--- config.mk ---
export PLATFORM = sky130hd
export DESIGN_NAME = magnet_sequencer
export DESIGN_NICKNAME = d
export VERILOG_FILES = /design/src/rtl/magnet_sequencer.sv
export SDC_FILE = /design/constraint.sdc
export NUM_CORES = 1
export LEC_CHECK = 0
export CORE_MARGIN = 2
export CORE_UTILIZATION = 45
export CTS_CLUSTER_SIZE = 40
export DETAILED_ROUTE_END_ITERATION = 8
export PLACE_DENSITY = 0.66
export SYNTH_ARGS = -nofsm -noshare
export SYNTH_HDL_FRONTEND = slang
export SYNTH_SLANG_ARGS = --single-unit
--- constraint.sdc ---
create_clock -name clk -period 2.7 [get_ports clk]
set_input_delay 0.27 -clock clk [delete_from_list [all_inputs] [get_ports clk]]
set_output_delay 0.27 -clock clk [all_outputs]
set_load 0.005 [all_outputs]
--- src/rtl/magnet_sequencer.sv ---
// Electromagnet SR-latch sequencer: arbitrates auto/manual grab and release commands,
// times mutually exclusive set/reset pulses, confirms mag_on and limits hold time.
module magnet_sequencer #(
    parameter int CW           = 16,
    parameter int SETTLE_CYC   = 8,
    parameter int RELEASE_CYC  = 8,
    parameter int COOL_CYC     = 16,
    parameter int MAX_HOLD_CYC = 1000
) (
    input  logic clk,
    input  logic rst_n,
    input  logic grab_req_a,
    input  logic rel_req_a,
    input  logic grab_req_m,
    input  logic rel_req_m,
    input  logic clear_fault,
    input  logic mag_on,
    output logic mag_set,
    output logic mag_reset,
    output logic busy,
    output logic holding,
    output logic grant_m,
    output logic done,
    output logic fault
);

    typedef enum logic [2:0] {
        S_IDLE,
        S_ENERGIZE,
        S_HOLD,
        S_RELEASE,
        S_COOL
    } state_t;

    localparam logic [CW-1:0] SETTLE_LAST  = CW'(SETTLE_CYC - 1);
    localparam logic [CW-1:0] RELEASE_LAST = CW'(RELEASE_CYC - 1);
    localparam logic [CW-1:0] COOL_LAST    = CW'(COOL_CYC - 1);
    localparam logic [CW-1:0] HOLD_LAST    = CW'(MAX_HOLD_CYC - 1);
    localparam logic [CW-1:0] CNT_ONE      = CW'(1);

    state_t        r_state;
    state_t        w_state_nxt;
    logic [CW-1:0] r_cnt;
    logic [CW-1:0] w_cnt_nxt;
    logic          r_mag_set;
    logic          r_mag_reset;
    logic          r_busy;
    logic          r_holding;
    logic          r_grant_m;
    logic          r_done;
    logic          r_fault;
    logic          w_grant_m_nxt;
    logic          w_done_nxt;
    logic          w_fault_evt;

    // A requester raising grab and release together issues no command.
    logic w_grab_a, w_rel_a, w_grab_m, w_rel_m;
    assign w_grab_a = grab_req_a & ~rel_req_a;
    assign w_rel_a  = rel_req_a  & ~grab_req_a;
    assign w_grab_m = grab_req_m & ~rel_req_m;
    assign w_rel_m  = rel_req_m  & ~grab_req_m;

    // NOTE: every output of this block gets a default first, so no path infers a latch.
    always_comb begin
        w_state_nxt   = r_state;
        w_grant_m_nxt = r_grant_m;
        w_done_nxt    = 1'b0;
        w_fault_evt   = 1'b0;
        case (r_state)
            S_IDLE: begin
                if (w_grab_a || w_grab_m) begin
                    w_state_nxt   = S_ENERGIZE;
                    w_grant_m_nxt = ~w_grab_a;
                end
            end
            S_ENERGIZE: begin
                if (r_cnt == SETTLE_LAST) begin
                    if (mag_on) begin
                        w_state_nxt = S_HOLD;
                        w_done_nxt  = 1'b1;
                    end else begin
                        w_state_nxt = S_RELEASE;
                        w_fault_evt = 1'b1;
                    end
                end
            end
            S_HOLD: begin
                // Timeout and lost feedback are not accepted commands: grant_m keeps its value.
                if (r_cnt == HOLD_LAST || !mag_on) begin
                    w_state_nxt = S_RELEASE;
                    w_fault_evt = 1'b1;
                end else if (w_rel_a || w_rel_m) begin
                    w_state_nxt   = S_RELEASE;
                    w_grant_m_nxt = ~w_rel_a;
                end
            end
            S_RELEASE: begin
                if (r_cnt == RELEASE_LAST) begin
                    w_state_nxt = S_COOL;
                    w_done_nxt  = 1'b1;
                end
            end
            S_COOL: begin
                if (r_cnt == COOL_LAST) begin
                    w_state_nxt = S_IDLE;
                end
            end
            default: w_state_nxt = S_RELEASE;
        endcase

        if (w_state_nxt != r_state || r_state == S_IDLE) begin
            w_cnt_nxt = '0;
        end else begin
            w_cnt_nxt = r_cnt + CNT_ONE;
        end
    end

    // NOTE: sequential state uses non-blocking assignments so all registers update together.
    always_ff @(posedge clk or negedge rst_n) begin
        if (!rst_n) begin
            r_state     <= S_RELEASE;
            r_cnt       <= '0;
            r_mag_set   <= 1'b0;
            r_mag_reset <= 1'b1;
            r_busy      <= 1'b1;
            r_holding   <= 1'b0;
            r_grant_m   <= 1'b0;
            r_done      <= 1'b0;
            r_fault     <= 1'b0;
        end else begin
            r_state     <= w_state_nxt;
            r_cnt       <= w_cnt_nxt;
            r_mag_set   <= (w_state_nxt == S_ENERGIZE);
            r_mag_reset <= (w_state_nxt == S_RELEASE);
            r_busy      <= !(w_state_nxt == S_IDLE || w_state_nxt == S_HOLD);
            r_holding   <= (w_state_nxt == S_HOLD);
            r_grant_m   <= w_grant_m_nxt;
            r_done      <= w_done_nxt;
            if (w_fault_evt) begin
                r_fault <= 1'b1;
            end else if (clear_fault) begin
                r_fault <= 1'b0;
            end
        end
    end

    assign mag_set   = r_mag_set;
    assign mag_reset = r_mag_reset;
    assign busy      = r_busy;
    assign holding   = r_holding;
    assign grant_m   = r_grant_m;
    assign done      = r_done;
    assign fault     = r_fault;

endmodule

==> flow_metrics.tcl <==
set metrics [dict create \
    pre_cts_slack_ns 0.517 \
    wirelength_mm 2.68 \
    drt_iter0_markers 46 \
    cp.buffers_inverters 0 \
    relSlewSlack_pct 61.3 \
    synth_compound_area_share_pct 7.79 \
    layout_common_cells "28 x nor2_1, 22 x dfrtp_1, 14 x clkdlybuf4s50_1, 9 x xnor2_1" \
    drc 0 \
    yosys-top-cells-area "dfrtp_1 39%, dfstp_2 7.4%, nor2_1 7.4%, xnor2_1 5.6%, xor2_1 3.1%" \
    cts_inserted_buffers 3 \
    ys_seq_elements 26 \
    worstReg2RegStart "r_cnt[11]" \
    grt_pass1_vias 1029 \
    r2r_slack_ns 0.45 \
    die_area_um2 3610 \
    seq_area_frac_synth_pct 46.4 \
    muxShareOfSynthArea_pct 0.708 \
    synth.distinct_cells 39 \
    yosys.area_share.xor_xnor_pct 8.67 \
    maxSlewViolCount 0 \
    syn_nets 160 \
    yosys.area_share.simple_pct 31.9 \
    die_x_um 60.1 \
    antenna_found_initial 0 \
    crit_path_max_incr_delay_ns 0.57 \
    clock_latency_ns 0.33 \
    pin_count 15 \
    cp.required_ns 2.91 \
    avgSynthCellArea_um2 9.36 \
    arrival_ns 2.46 \
    crit_path_end_kind "register" \
    async_flop_share_pct 100 \
    utilization_pct 54.1 \
    postCtsHoldBufs 0 \
    ys.flop_type "dfrtp_1" \
    power.leakage_nw 0.652 \
    fillers 270 \
    yosys.area_share.adder_pct 0.885 \
    cap_violations 0 \
    ctsResizeCount 0 \
    final_common_cell "nor2_1" \
    intPower_uw 811 \
    crit_type "register to register" \
    fp.dieH_um 60.1 \
    gp_congestion 0.901 \
    fin_ws_ns 0.449 \
    post-cts-setup-buffers 0 \
    ir_drop_mv 0.337 \
    hold_class "input pin to asynchronous set/reset pin" \
    setup_viol 0 \
    placementRows 20 \
    syn_inst 151 \
    wl_per_cell_um 12.9 \
    clock-sinks 26 \
    drt_first_pass_iters 4 \
    pwr-share-clk_pct 22.6 \
    clk_path_buf_depth 2 \
    reg2reg_depth 5 \
    fin_skew_ns 0.00349 \
    cts-root-buf "clkbuf_4" \
    core_um2 3030 \
    max_freq_mhz 444 \
    drive_above_1_share_pct 10.4 \
    nets 174 \
    synth_top_family_by_area "simple AND/OR/NAND/NOR gates" \
    cp-start-kind "register" \
    yosys.area.top_type "dfrtp_1" \
    diodes 0 \
    fin_crit_ns 2.25 \
    cts_htree_levels 1 \
    synth_edf_count 0 \
    vias 1095 \
    cts_tree "built" \
    period_share_pct 83.4 \
    slowest_stage "or4_1" \
    area_delta_synth_final_pct 15.9 \
    pwr-share-seq_pct 46.2 \
    cp_max_fo 6 \
    grtUsageTotal_pct 17.2 \
    rsz0062_at_grt "false" \
    worst_slew_pin_slew_ns 0.576 \
    synth_top_area_share_pct 38.9 \
    avgViaCountPerCell 5.26 \
    gr-total-overflow 0 \
    grt_pass1_wl_mm 4.51 \
    critical_path.top_delay_family "simple AND/OR/NAND/NOR gates" \
    crit_chain "or4_1 -> and4bb_2 -> a21oi_1 -> nor4_1 -> nor3_1" \
    reg2reg_to "mag_set" \
    grt_max_degree 27 \
    swShare_pct 32.3 \
    start_util_pct 46.7 \
    clk_pin_slew_worst_paths_ns 0.14 \
    netSwitchingPower_uw 388 \
    p_per_area_nw_per_um2 731 \
    final_antenna_net_count 0 \
    ys_warn_count 0 \
    place_hpwl_mm 1.96 \
    synth.cell_area_um2 1410 \
    status "finished clean" \
    port_buffers 14 \
    hold_violations 0 \
    pwr-share-comb_pct 31.2 \
    final.setup.tns_ns 0 \
]
## routing by layer
layer	part of all wire [%]	up-vias	global-route usage [%]
met1	48	511	23.6
met3	6.4	5	5.19
li1	-	546	-
met2	44	33	26.1
met4	1.1	0	5.08
met5	0	-	0
## layout make-up
class | count | area (µm²) | area share [%]
multi-input cells | 113 | 706 | 43.1
flip-flops and latches | 26 | 656 | 40.0
repair buffers | 15 | 148 | 9.01
well taps | 44 | 55.1 | 3.36
clock inverters | 1 | 30.0 | 1.83
clock buffers | 3 | 22.5 | 1.37
inverters | 6 | 22.5 | 1.37
## worst reg2reg max path: cells and delay by family, from the launching register on
kind             cells  cell delay (ns)
flip-flops           1             0.46
AO/OA/AOI/OAI        1             0.11
AND/OR/NAND/NOR      4             1.56
## cells by family (layout without fill, tap and decap cells)
logic type      Yosys count  count (layout)
fa+ha+maj                 1               1
compound gates           13              13
simple gates             84              84
mux                       1               1
xor+xnor                 14              14
buf+inv                  12              25
flops                    26              26
## worst max-delay path by stage
stage,start,to,slack (ns),depth (start not counted)
2_1_floorplan,r_cnt[13],r_cnt[12],0.72,6
3_3_place_gp,r_cnt[11],mag_set,0.52,5
3_5_place_dp,r_cnt[11],mag_set,0.52,5
4_1_cts,r_cnt[11],mag_set,0.48,5
5_1_grt,r_cnt[11],mag_set,0.26,5
6_report,r_cnt[11],mag_set,0.45,5
## metrics by stage
stage	cells	hold WS [ns]	total power [mW]	area, µm²
after floorplan	151	-0.0256	0.811	1410
after global placement	204	0.446	0.929	1590
after detailed placement	204	0.457	0.935	1590
after CTS	208	0.292	1.21	1640
after global routing	208	0.294	1.28	1640
final	208	0.279	1.20	1640
## synthesized netlist by cell type (2+ instances only)
master	count
inv_1	6
nand2_1	8
nor2_1	28
clkbuf_1	5
nor2b_1	4
xor2_1	5
o41a_1	2
and3_1	2
nor3_1	8
or2_2	2
and3b_1	2
nand4b_1	2
nand2b_1	5
nand3_1	6
nor4_1	3
dfrtp_1	22
xnor2_1	9
dfstp_2	4
a21oi_1	5
nand4_1	4
## flip-flops by register name, indices dropped and copies added (netlist names)
signal / count
fault: 1
r_state: 3
done: 1
r_cnt: 16
mag_reset: 1
mag_set: 1
grant_m: 1
busy: 1
holding: 1
## power groups by stage
stage / logic (mW) / registers, mW / clock network [mW]
floorplan: 0.286 / 0.525 / 0
global placement: 0.372 / 0.556 / 0
detailed placement: 0.376 / 0.559 / 0
CTS: 0.378 / 0.552 / 0.277
global route: 0.421 / 0.564 / 0.295
finish: 0.374 / 0.553 / 0.271
Note: power is estimated with default switching activity, not from simulation.
